$ cat src/rtl/hex_display_ctrl.sv
// Multi-digit 7-segment hex display controller: shadow-captures a packed hex word on load,
// decodes nibbles with dp, leading-zero blanking and blink; drives static and scanned outputs.
module hex_display_ctrl #(
    parameter int DIGITS      = 6,
    parameter int CLK_HZ      = 50_000_000,
    parameter int BLINK_HZ    = 2,
    parameter int SCAN_HZ     = 1000,
    parameter int SEG_ACT_LOW = 1,
    parameter int AN_ACT_LOW  = 1
) (
    input  logic                  clk,
    input  logic                  rst_n,
    input  logic                  load,
    input  logic [4*DIGITS-1:0]   value,
    input  logic [DIGITS-1:0]     dp_in,
    input  logic [DIGITS-1:0]     blink_en,
    input  logic                  blank_lz,
    input  logic                  disp_en,
    output logic [7*DIGITS-1:0]   hex,
    output logic [DIGITS-1:0]     hex_dp,
    output logic [7:0]            scan_seg,
    output logic [DIGITS-1:0]     scan_an
);

    localparam int BLINK_RAW = CLK_HZ / (2 * BLINK_HZ);
    localparam int BLINK_DIV = (BLINK_RAW < 1) ? 1 : BLINK_RAW;
    localparam int SCAN_RAW  = CLK_HZ / (SCAN_HZ * DIGITS);
    localparam int SCAN_DIV  = (SCAN_RAW < 1) ? 1 : SCAN_RAW;
    localparam int BW        = (BLINK_DIV > 1) ? $clog2(BLINK_DIV) : 1;
    localparam int SW        = (SCAN_DIV > 1) ? $clog2(SCAN_DIV) : 1;
    localparam int IW        = (DIGITS > 1) ? $clog2(DIGITS) : 1;

    // XOR masks: an active-high pattern XOR mask gives pin polarity; the mask alone is OFF.
    localparam logic [6:0]        SEG_OFF = (SEG_ACT_LOW != 0) ? 7'h7F : 7'h00;
    localparam logic              DP_OFF  = (SEG_ACT_LOW != 0);
    localparam logic [DIGITS-1:0] AN_OFF  = (AN_ACT_LOW != 0) ? {DIGITS{1'b1}} : {DIGITS{1'b0}};

    function automatic logic [6:0] seg_decode(input logic [3:0] nib);
        logic [6:0] seg;
        case (nib)
            4'h0:    seg = 7'h3F;
            4'h1:    seg = 7'h06;
            4'h2:    seg = 7'h5B;
            4'h3:    seg = 7'h4F;
            4'h4:    seg = 7'h66;
            4'h5:    seg = 7'h6D;
            4'h6:    seg = 7'h7D;
            4'h7:    seg = 7'h07;
            4'h8:    seg = 7'h7F;
            4'h9:    seg = 7'h6F;
            4'hA:    seg = 7'h77;
            4'hB:    seg = 7'h7C;
            4'hC:    seg = 7'h39;
            4'hD:    seg = 7'h5E;
            4'hE:    seg = 7'h79;
            default: seg = 7'h71;
        endcase
        return seg;
    endfunction

    logic [4*DIGITS-1:0]     r_value;
    logic [DIGITS-1:0]       r_dp;
    logic [DIGITS-1:0]       r_blink;
    logic [BW-1:0]           r_blink_cnt;
    logic                    r_hidden;
    logic [SW-1:0]           r_scan_cnt;
    logic [IW-1:0]           r_scan_idx;
    logic                    r_scan_gap;
    logic [7*DIGITS-1:0]     r_hex;
    logic [DIGITS-1:0]       r_hex_dp;
    logic [7:0]              r_scan_seg;
    logic [DIGITS-1:0]       r_scan_an;

    logic [DIGITS-1:0]       w_lz;
    logic [DIGITS-1:0]       w_dark;
    logic [DIGITS-1:0][7:0]  w_pat;
    logic [7*DIGITS-1:0]     w_hex;
    logic [DIGITS-1:0]       w_hex_dp;
    logic [7:0]              w_sel_pat;
    logic [DIGITS-1:0]       w_onehot;
    logic [7:0]              w_scan_seg;
    logic [DIGITS-1:0]       w_scan_an;
    logic                    w_blink_wrap;
    logic                    w_scan_wrap;
    logic [IW-1:0]           w_idx_next;

    always_ff @(posedge clk or negedge rst_n) begin
        if (!rst_n) begin
            r_value <= '0;
            r_dp    <= '0;
            r_blink <= '0;
        end else if (load) begin
            r_value <= value;
            r_dp    <= dp_in;
            r_blink <= blink_en;
        end
    end

    assign w_blink_wrap = (r_blink_cnt == BW'(BLINK_DIV - 1));

    always_ff @(posedge clk or negedge rst_n) begin
        if (!rst_n) begin
            r_blink_cnt <= '0;
            r_hidden    <= 1'b0;
        end else if (w_blink_wrap) begin
            r_blink_cnt <= '0;
            r_hidden    <= !r_hidden;
        end else begin
            r_blink_cnt <= r_blink_cnt + 1'b1;
        end
    end

    // Leading zero: this nibble and every nibble above it are zero; digit 0 always shows.
    always_comb begin
        logic w_upper_zero;
        w_upper_zero = 1'b1;
        w_lz         = '0;
        for (int i = DIGITS - 1; i >= 0; i--) begin
            w_upper_zero = w_upper_zero && (r_value[4*i +: 4] == 4'h0);
            w_lz[i]      = (i > 0) && w_upper_zero;
        end
    end

    always_comb begin
        w_dark   = '0;
        w_pat    = '0;
        w_hex    = '0;
        w_hex_dp = '0;
        for (int i = 0; i < DIGITS; i++) begin
            w_dark[i]       = !disp_en || (r_blink[i] && r_hidden) || (blank_lz && w_lz[i]);
            w_pat[i]        = w_dark[i] ? 8'h00 : {r_dp[i], seg_decode(r_value[4*i +: 4])};
            w_hex[7*i +: 7] = w_pat[i][6:0] ^ SEG_OFF;
            w_hex_dp[i]     = w_pat[i][7] ^ DP_OFF;
        end
    end

    // The divider pauses during the anti-ghost gap so each digit keeps its full dwell time.
    assign w_scan_wrap = !r_scan_gap && (r_scan_cnt == SW'(SCAN_DIV - 1));
    assign w_idx_next  = (r_scan_idx == IW'(DIGITS - 1)) ? '0 : r_scan_idx + 1'b1;

    always_ff @(posedge clk or negedge rst_n) begin
        if (!rst_n) begin
            r_scan_cnt <= '0;
            r_scan_idx <= '0;
            r_scan_gap <= 1'b0;
        end else if (r_scan_gap) begin
            r_scan_gap <= 1'b0;
        end else if (w_scan_wrap) begin
            r_scan_cnt <= '0;
            r_scan_idx <= w_idx_next;
            r_scan_gap <= 1'b1;
        end else begin
            r_scan_cnt <= r_scan_cnt + 1'b1;
        end
    end

    assign w_sel_pat  = w_pat[r_scan_idx];
    assign w_onehot   = DIGITS'(1) << r_scan_idx;
    assign w_scan_seg = r_scan_gap ? {DP_OFF, SEG_OFF} : (w_sel_pat ^ {DP_OFF, SEG_OFF});
    assign w_scan_an  = r_scan_gap ? AN_OFF : (w_onehot ^ AN_OFF);

    always_ff @(posedge clk or negedge rst_n) begin
        if (!rst_n) begin
            r_hex      <= {DIGITS{SEG_OFF}};
            r_hex_dp   <= {DIGITS{DP_OFF}};
            r_scan_seg <= {DP_OFF, SEG_OFF};
            r_scan_an  <= AN_OFF;
        end else begin
            r_hex      <= w_hex;
            r_hex_dp   <= w_hex_dp;
            r_scan_seg <= w_scan_seg;
            r_scan_an  <= w_scan_an;
        end
    end

    assign hex      = r_hex;
    assign hex_dp   = r_hex_dp;
    assign scan_seg = r_scan_seg;
    assign scan_an  = r_scan_an;

endmodule

$ cat config.mk
export PLATFORM = sky130hd
export DESIGN_NAME = hex_display_ctrl
export DESIGN_NICKNAME = d
export VERILOG_FILES = /design/src/rtl/hex_display_ctrl.sv
export SDC_FILE = /design/constraint.sdc
export NUM_CORES = 1
export LEC_CHECK = 0
export CELL_PAD_IN_SITES_DETAIL_PLACEMENT = 1
export CELL_PAD_IN_SITES_GLOBAL_PLACEMENT = 1
export CORE_UTILIZATION = 30
export CTS_BUF_LIST = sky130_fd_sc_hd__clkbuf_4 sky130_fd_sc_hd__clkbuf_8
export CTS_CLUSTER_SIZE = 20
export DETAILED_ROUTE_END_ITERATION = 10
export PLACE_DENSITY_LB_ADDON = 0.1
export SYNTH_ARGS = -nofsm -noshare
export SYNTH_HDL_FRONTEND = slang
export SYNTH_SLANG_ARGS = --single-unit
$ cat constraint.sdc
create_clock -name clk -period 3.18 [get_ports clk]
set_clock_uncertainty 0.2 [all_clocks]
set_input_delay 0.636 -clock clk [delete_from_list [all_inputs] [get_ports clk]]
set_output_delay 0.636 -clock clk [all_outputs]
set_load 0.05 [all_outputs]
==> results of run 1 <==
==> path summary, 6_finish.rpt <==
path | startpoint | to | slack (ps)
max in group asynchronous | rst_n | hex[28] | 1390
worst min-delay path | r_dp[2] | hex_dp[2] | 250
worst max register to register | r_value[12] | scan_seg[2] | 510
min in group asynchronous | rst_n | r_blink_cnt[17] | 490
worst min register to register | r_dp[2] | hex_dp[2] | 250
worst max-delay path | r_value[12] | scan_seg[2] | 510
==> worst max-delay path, stage by stage (launching register included) <==
cell,delay (ps)
dfrtp_1,420
inv_1,120
ha_1,240
nor3b_2,220
a311oi_4,630
a21oi_1,160
a2111o_1,320
a211o_1,280
==> sequential cells by signal, summed over array words and instances, names as in the netlist <==
register     count
r_blink          6
scan_seg         8
r_hidden         1
r_scan_cnt      14
r_blink_cnt     24
hex_dp           6
r_scan_idx       3
hex             42
r_scan_gap       1
scan_an          6
r_dp             6
r_value         24
==> power by group through the flow <==
stage,sequential [mW],combinational [mW],clock (mW)
4_1_cts,2.10,1.01,1.63
6_report,2.09,0.998,1.57
2_1_floorplan,2.36,0.366,0
3_5_place_dp,2.13,1.01,0
3_3_place_gp,2.12,0.996,0
5_1_grt,2.11,1.07,1.69
==> cell families after synthesis <==
family	after synthesis	synth area share [%]
AND/OR/NAND/NOR	250	17.39
flip-flops	141	49.97
AO/OA/AOI/OAI	125	12.22
buffers and inverters	62	3.433
multiplexers	44	7.039
adder cells (fa/ha/maj)	35	6.068
XOR/XNOR	32	3.884
==> final cells by class <==
| type | instances | area share (%) |
|---|---|---|
| clock buffers | 22 | 3.132 |
| clock inverters | 10 | 1.545 |
| inverters | 33 | 1.366 |
| multi-input cells | 486 | 37.09 |
| flip-flops and latches | 141 | 39.76 |
| well taps | 319 | 4.401 |
| repair buffers | 118 | 12.71 |
==> metrics by stage <==
stage / std cells / util, %
finish: 1129 / 38.52
global route: 1129 / 38.52
CTS: 1129 / 38.52
detailed placement: 1096 / 36.68
global placement: 1096 / 36.68
floorplan: 689 / -
==> routing by layer <==
layer	wire (µm)	track usage, %	vias up
met5	0	0	-
met4	414	6.103	0
met3	674	3.166	25
met2	9924	29.78	112
met1	9465	22.31	2708
li1	-	-	2620
==> repair_timing <==
item | in CTS | in global routing
setup endpoints to repair | 0 | 0
hold buffers | 1 | 0
hold endpoints to repair | 25 | 0
buffers inserted | 0 | 0
==> synth_stat cells (4+ instances only) <==
master / count
and3_1: 5
a21oi_1: 15
o211ai_1: 18
ha_1: 35
nand4_1: 10
mux2i_1: 17
a31oi_1: 5
clkbuf_1: 21
nand2_1: 83
and2_1: 8
o31ai_1: 6
or2_2: 5
nand3_1: 34
dfrtp_1: 79
xor2_1: 17
nor2b_1: 8
a21bo_2: 5
nor3_1: 5
xnor2_1: 15
inv_1: 32
mux2_2: 24
a32oi_1: 4
a21o_1: 6
o21ai_0: 34
buf_2: 6
or3_1: 4
nor2_1: 49
dfstp_2: 62
nand2b_1: 15
==> flow_metrics.py, run 1 <==
metrics = {
    "outcome": {
        "outcome": "complete, no violations",
    },
    "placement": {
        "gp_congestion": 0.8246,
        "place_ws_ps": 216.3,
        "portBuffers": 102,
        "hpwl_mm": 15.30,
        "placed_area_um2": 8635,
    },
    "synth": {
        "async_reset_ff_share_pct": 100.0,
        "yosys_register_bits": 141,
        "synth_cell_type_count": 66,
        "synth_edf_count": 0,
        "synth_ff_type": "dfrtp_1",
        "synth_top_area_share_pct": 27.39,
        "ys_seq_area_share_pct": 49.97,
        "ys.warnings.count": 0,
        "syn_area_um2": 7217,
        "syn_area_per_cell_um2": 10.47,
        "synth.net_count": 765,
        "synth.area.top_cells": "dfrtp_1 (27%), dfstp_2 (23%), ha_1 (6.1%)",
        "yosysTopAreaCell": "dfrtp_1",
        "syn_inst": 689,
    },
    "global_routing": {
        "grt_pass1_vias": 5827,
        "track_usage_pct": 17.53,
        "antenna_found_initial": 0,
        "grt_pass1_wl_mm": 32.40,
        "overflow": 0,
        "grt_start_max_net_pins": 58,
    },
    "clocking": {
        "h-tree-depth": 4,
        "cts_sinks": 141,
        "clockRootBuffer": "clkbuf_8",
        "cts_buffers": 17,
        "cts_buffer_depth": 2,
        "cts_tree": "built",
        "cts.reportedPaths.clkPinSlew_ps": 80,
        "clkLatencyLatePin_ps": 460,
        "cts_resized": 0,
    },
    "sta": {
        "hold_ws_ps": 253.8,
        "fmax_mhz": 374.0,
        "slew_violations": 0,
        "relSlewSlack_pct": 56.76,
        "rsz0062_at_grt": "no",
        "finalCritPeriodShare_pct": 84.07,
        "finalHoldViolations": 0,
        "setup_viol": 0,
        "tightest_slew_ps": 647.3,
        "tns_ps": 0,
        "fin_crit_ps": 2674,
        "setup_slack_ps": 506.5,
    },
    "detailed_routing": {
        "first_pass_iters": 4,
        "drcViolationCount": 0,
        "finalWirelength_mm": 20.48,
        "via_per_inst": 4.841,
        "vias": 5465,
        "wl_per_cell_um": 18.14,
        "drt-initial-drc-count": 161,
        "ant_nets": 0,
    },
    "final_layout": {
        "multi_input_area_um2": 3363,
        "final_cell_mix": "clkdlybuf4s50_1 (100), nand2_1 (83), dfrtp_1 (79)",
        "regArea_um2": 3606,
        "fillers": 2665,
        "drive_above_1_share_pct": 19.75,
        "design_area_um2": 9069,
        "syn2layout_area_growth_pct": 25.66,
        "diodes": 0,
        "fin_nets": 873,
        "layout_commonest_cell": "clkdlybuf4s50_1",
    },
    "power": {
        "combPwrFrac_pct": 21.4,
        "p_leak_nw": 3.826,
        "netSwitchingFraction_pct": 31.54,
        "power.internal_mw": 3.193,
        "power_density_nw_per_um2": 514.3,
        "switchingPower_mw": 1.471,
        "clkPwrFrac_pct": 33.7,
        "power_mw": 4.664,
        "seqPwrFrac_pct": 44.9,
        "ir_worst_vdd_uv": 244.8,
    },
    "die": {
        "rows": 56,
        "die_h_um": 157.1,
        "start_util_pct": 30.65,
        "dieArea_um2": 24680,
        "dieWidth_um": 157.1,
        "fp.coreArea_um2": 23540,
        "ioPinCount": 103,
    },
    "hold_path": {
        "hold_path_class": "reg2reg",
        "holdPathStages": 1,
    },
    "worst_setup_path": {
        "cp.required_ps": 3360,
        "rr_worst_depth": 7,
        "crit_type": "reg2reg",
        "cp.arrival_ps": 2850,
        "cp-start-kind": "flop",
        "worstSetupEndpointType": "flop",
        "critPathMaxFanout": 10,
    },
    "job": {
        "maxCapViolCount": 0,
    },
}
Note: power is estimated with default switching activity, not from simulation.
==> run 2, diff against run 1 <==
==> constraint.sdc (replaced) <==
create_clock -name clk -period 2.5 [get_ports clk]
set_clock_uncertainty 0.2 [all_clocks]
set_input_delay 0.5 -clock clk [delete_from_list [all_inputs] [get_ports clk]]
set_output_delay 0.5 -clock clk [all_outputs]
set_load 0.05 [all_outputs]
==> run 2 against run 1 <==
Register-to-register slack got worse by 440 ps. Worst hold slack got worse by 5.9 ps. Combinational power rose by 41%. Utilization rose by 2.1 points. Critical endpoint unchanged.
==> flow_metrics.py, run 2 (synthesis results as in run 1) <==
metrics = {
    "die": {
        "start_util_pct": 30.65,
        "dieWidth_um": 157.1,
        "dieArea_um2": 24680,
        "rows": 56,
        "die_h_um": 157.1,
        "ioPinCount": 103,
        "fp.coreArea_um2": 23540,
    },
    "final_layout": {
        "largest_reg_flops": 42,
        "fin_nets": 943,
        "regArea_um2": 3606,
        "layout_commonest_cell": "nand2_1",
        "final_cell_mix": "nand2_1 (83), buf_4 (82), dfrtp_1 (79)",
        "diodes": 0,
        "drive_above_1_share_pct": 26.59,
        "multi_input_area_um2": 3405,
        "fillers": 2696,
        "syn2layout_area_growth_pct": 32.65,
        "final_cells": 1199,
    },
    "clocking": {
        "h-tree-depth": 4,
        "clkLatencyLatePin_ps": 450,
        "cts_tree": "built",
        "cts_buffers": 17,
        "clockRootBuffer": "clkbuf_8",
        "cts.reportedPaths.clkPinSlew_ps": 90,
        "cts_sinks": 141,
        "cts_buffer_depth": 2,
    },
    "sta": {
        "tightest_slew_ps": 590.9,
        "rsz0062_at_grt": "yes",
        "fin_crit_ps": 2432,
        "slew_violations": 0,
        "setup_viol": 0,
        "fmax_mhz": 411.2,
        "finalCritPeriodShare_pct": 97.29,
        "finalHoldViolations": 0,
        "hold_ws_ps": 247.9,
        "relSlewSlack_pct": 60.31,
    },
    "placement": {
        "gp_congestion": 0.8235,
        "portBuffers": 102,
        "placedCellCount": 1163,
        "hpwl_mm": 16.37,
    },
    "worst_setup_path": {
        "reg2reg_to": "scan_seg[2]",
        "rr_worst_depth": 8,
        "crit_type": "reg2reg",
        "worstSetupEndpointType": "flop",
        "cp-start-kind": "flop",
        "cp.required_ps": 2680,
        "critPathMaxFanout": 4,
        "r2r_start": "r_value[20]",
        "rrSetupSlack_ps": 70,
        "cp.arrival_ps": 2610,
    },
    "global_routing": {
        "track_usage_pct": 18.67,
        "antenna_found_initial": 0,
        "grt_pass1_wl_mm": 35.02,
        "overflow": 0,
        "grt_pass1_vias": 6293,
        "grt_start_max_net_pins": 53,
    },
    "detailed_routing": {
        "drcViolationCount": 0,
        "drt-initial-drc-count": 277,
        "via_per_inst": 4.800,
        "first_pass_iters": 6,
        "finalWirelength_mm": 21.64,
        "wl_per_cell_um": 18.04,
        "ant_nets": 0,
        "vias": 5755,
    },
    "outcome": {
        "outcome": "complete, no violations",
    },
    "power": {
        "power_density_nw_per_um2": 615.9,
        "p_leak_nw": 4.169,
        "power_mw": 5.896,
        "ir_worst_vdd_uv": 303.5,
    },
    "job": {
        "maxCapViolCount": 0,
    },
    "hold_path": {
        "whs_endpoint": "hex_dp[1]",
        "min_from": "r_dp[1]",
        "hold_path_class": "reg2reg",
        "holdPathStages": 1,
    },
}
run 2: cell count changes in the layout (fill, tap and decap cells not counted), moves of 2 or more:
cell	change
clkinv_2	-2
buf_12	+2
clkdlybuf4s50_1	-62
clkbuf_8	-2
dlygate4sd2_1	+57
clkinvlp_4	+4
dlymetal6s2s_1	+5
buf_4	+68
nor3b_4	+2
run 2: layer usage:
metal / track usage, % / up-vias / share of wire [%]
met5: 0 / - / 0
li1: - / 2751 / -
met1: 24.39 / 2900 / 46
met3: 3.497 / 9 / 3.4
met2: 31.72 / 95 / 50
met4: 4.623 / 0 / 0.81
run 2: what timing repair did:
| action | CTS | global route |
|---|---|---|
| buffers inserted | 1 | 2 |
| endpoints found under the hold margin | 23 | 0 |
| pin swaps | 1 | 3 |
| resized for setup | 59 | 10 |
| setup endpoints to repair | 60 | 11 |
| hold buffers | 1 | 0 |
run 2: cell type report:
class / count / area share [%]
inverters: 33 / 1.294
multi-input cells: 486 / 35.56
flip-flops and latches: 141 / 37.67
repair buffers: 188 / 17.17
clock inverters: 12 / 1.451
clock buffers: 20 / 2.679
well taps: 319 / 4.169
run 2: critical path, cell delays in order (launching register included):
cell and delay [ps]:
dfrtp_1 360, inv_1 90, ha_1 280, nor4bb_4 190, a221oi_2 290, buf_4 170
a311oi_1 90, a2111o_1 410, a211o_1 280
run 2: worst max-delay path by stage:
stage             endpoint   startpoint  slack [ps]
2_1_floorplan  scan_seg[3]   r_value[4]         180
3_3_place_gp   scan_seg[2]      disp_en        -150
3_5_place_dp   scan_seg[2]      disp_en        -210
4_1_cts         scan_an[2]   scan_an[2]           1
5_1_grt        scan_seg[2]  r_value[17]         -20
6_report       scan_seg[2]  r_value[20]          70
run 2: stage by stage:
step	util, %	setup slack, ps	TNS (ps)	cell area (µm²)
after floorplan	-	178.9	0	7217
after global placement	38.92	-148.6	-512.5	9163
after detailed placement	38.92	-210.1	-921.1	9163
after CTS	40.42	1.021	0	9517
after global routing	40.66	-18.29	-18.29	9573
final	40.66	67.83	0	9573
run 2: where the power goes:
part	internal, mW	switching, mW	total [mW]	leakage, nW
sequential	2.51	0.0998	2.61	1.65
combinational	0.528	0.885	1.41	2.33
clock	0.927	0.950	1.88	0.190
total	3.96	1.93	5.90	4.17
==> run 3, diff against run 2 <==
--- a/config.mk
+++ b/config.mk
@@ -12,6 +12,7 @@
 export CTS_CLUSTER_SIZE = 20
 export DETAILED_ROUTE_END_ITERATION = 10
 export PLACE_DENSITY_LB_ADDON = 0.1
+export SETUP_SLACK_MARGIN = 0.2
 export SYNTH_ARGS = -nofsm -noshare
 export SYNTH_HDL_FRONTEND = slang
 export SYNTH_SLANG_ARGS = --single-unit
==> constraint.sdc (replaced) <==
create_clock -name clk -period 2.85 [get_ports clk]
set_clock_uncertainty 0.2 [all_clocks]
set_input_delay 0.57 -clock clk [delete_from_list [all_inputs] [get_ports clk]]
set_output_delay 0.57 -clock clk [all_outputs]
set_load 0.05 [all_outputs]
==> run 3 against run 2 <==
Sequential share of layout area up 1.6 points. First-iteration DRC count decreased by 0.36%. Critical path type is now reg2out. Largest cell class unchanged. Largest power group unchanged. Design area fell by 3.9%.
==> flow_metrics.py, run 3 (synthesis results as in run 1) <==
metrics = {
    "outcome": {
        "outcome": "complete, no violations",
    },
    "worst_setup_path": {
        "reg2reg_to": "scan_seg[3]",
        "worstSetupEndpointType": "output port",
        "rr_worst_depth": 7,
        "crit_chain": "clkdlybuf4s50_1",
        "cp.required_ps": 2080,
        "critical_path.top_delay_family": "buffers and inverters",
        "rrSetupSlack_ps": 310,
        "cp-start-kind": "flop",
        "cp.arrival_ps": 1840,
        "r2r_start": "r_value[4]",
        "cp.buffers_inverters": 1,
        "cpPeakStageDelay_ps": 820,
        "crit_type": "reg2out",
        "critPathLaunch": "scan_seg[2]",
        "critPathMaxFanout": 1,
        "cp_slowest_cell": "clkdlybuf4s50_1",
    },
    "detailed_routing": {
        "vias": 5602,
        "wl_per_cell_um": 18.14,
        "finalWirelength_mm": 20.88,
        "via_per_inst": 4.867,
        "drcViolationCount": 0,
        "first_pass_iters": 4,
        "drt-initial-drc-count": 276,
        "ant_nets": 0,
    },
    "hold_path": {
        "hold_path_class": "reg2reg",
        "holdPathStages": 1,
        "whs_endpoint": "hex_dp[1]",
        "min_from": "r_dp[1]",
    },
    "clocking": {
        "cts_sinks": 141,
        "cts_tree": "built",
        "cts_buffer_depth": 2,
        "h-tree-depth": 4,
        "cts.reportedPaths.clkPinSlew_ps": 80,
        "cts_buffers": 17,
        "clockRootBuffer": "clkbuf_8",
        "clkLatencyLatePin_ps": 440,
    },
    "final_layout": {
        "fin_nets": 895,
        "regArea_um2": 3610,
        "final_cell_mix": "clkdlybuf4s50_1 (99), nand2_1 (83), dfrtp_1 (76)",
        "diodes": 0,
        "fin_util_pct": 39.06,
        "largest_reg_flops": 42,
        "syn2layout_area_growth_pct": 27.41,
        "design_area_um2": 9195,
        "layout_commonest_cell": "clkdlybuf4s50_1",
        "drive_above_1_share_pct": 22.24,
        "fillers": 2667,
        "multi_input_area_um2": 3369,
    },
    "placement": {
        "placed_area_um2": 8745,
        "hpwl_mm": 15.90,
        "portBuffers": 102,
        "gp_congestion": 0.8215,
        "place_ws_ps": 63.00,
    },
    "power": {
        "switchingPower_mw": 1.638,
        "combPwrFrac_pct": 23.5,
        "power_mw": 4.997,
        "netSwitchingFraction_pct": 32.77,
        "p_leak_nw": 3.919,
        "power.internal_mw": 3.359,
        "power_density_nw_per_um2": 543.5,
        "ir_worst_vdd_uv": 244.0,
        "seqPwrFrac_pct": 46.4,
        "clkPwrFrac_pct": 30.2,
    },
    "die": {
        "rows": 56,
        "dieWidth_um": 157.1,
        "dieArea_um2": 24680,
        "ioPinCount": 103,
        "fp.coreArea_um2": 23540,
        "start_util_pct": 30.65,
        "die_h_um": 157.1,
    },
    "sta": {
        "finalHoldViolations": 0,
        "tightest_slew_ps": 605.5,
        "setup_viol": 0,
        "finalCritPeriodShare_pct": 91.45,
        "relSlewSlack_pct": 59.32,
        "tns_ps": 0,
        "fmax_mhz": 383.7,
        "fin_crit_ps": 2606,
        "rsz0062_at_grt": "yes",
        "setup_slack_ps": 243.7,
        "slew_violations": 0,
    },
    "job": {
        "maxCapViolCount": 0,
    },
    "global_routing": {
        "grt_pass1_vias": 5951,
        "grt_start_max_net_pins": 55,
        "overflow": 0,
        "antenna_found_initial": 0,
        "track_usage_pct": 17.94,
        "grt_pass1_wl_mm": 33.40,
    },
}
run 3: timing repair:
item | in CTS | in global routing
gates resized for setup | 0 | 5
hold endpoints to repair | 23 | 0
setup endpoints to repair | 0 | 5
hold buffers | 1 | 0
buffers inserted | 0 | 8
run 3: layout make-up:
type / count / share of cell area, %
inverters: 33 / 1.347
well taps: 319 / 4.341
clock buffers: 20 / 2.789
multi-input cells: 486 / 36.64
flip-flops and latches: 141 / 39.26
repair buffers: 140 / 14.53
clock inverters: 12 / 1.089
run 3: worst max-delay path by stage:
stage                       end  slack (ps)  depth (start not counted)
floorplan           scan_seg[3]         530                          7
global placement    scan_seg[2]         100                          6
detailed placement  scan_seg[2]          60                          6
CTS                 scan_seg[4]         210                          1
global route        scan_seg[4]         160                          8
finish              scan_seg[2]         240                          1
run 3: power groups by stage:
stage	logic [mW]	registers [mW]	clock network, mW
after floorplan	0.408	2.64	0
after global placement	1.15	2.35	0
after detailed placement	1.16	2.35	0
after CTS	1.17	2.32	1.58
after global routing	1.26	2.34	1.66
final	1.17	2.32	1.51
run 3: metrics by stage:
| stage | cells | hold WS (ps) |
|---|---|---|
| 4_1_cts | 1142 | 245.2 |
| 3_5_place_dp | 1109 | 235.8 |
| 6_report | 1151 | 234.0 |
| 5_1_grt | 1151 | 281.7 |
| 2_1_floorplan | 689 | 74.41 |
| 3_3_place_gp | 1109 | 232.5 |
run 3: layer usage:
metal / vias up / routed length [µm] / track usage, %
met5: - / 0 / 0
met4: 0 / 105 / 3.560
met3: 8 / 808 / 4.213
met2: 92 / 10150 / 29.99
met1: 2841 / 9816 / 23.63
li1: 2661 / - / -
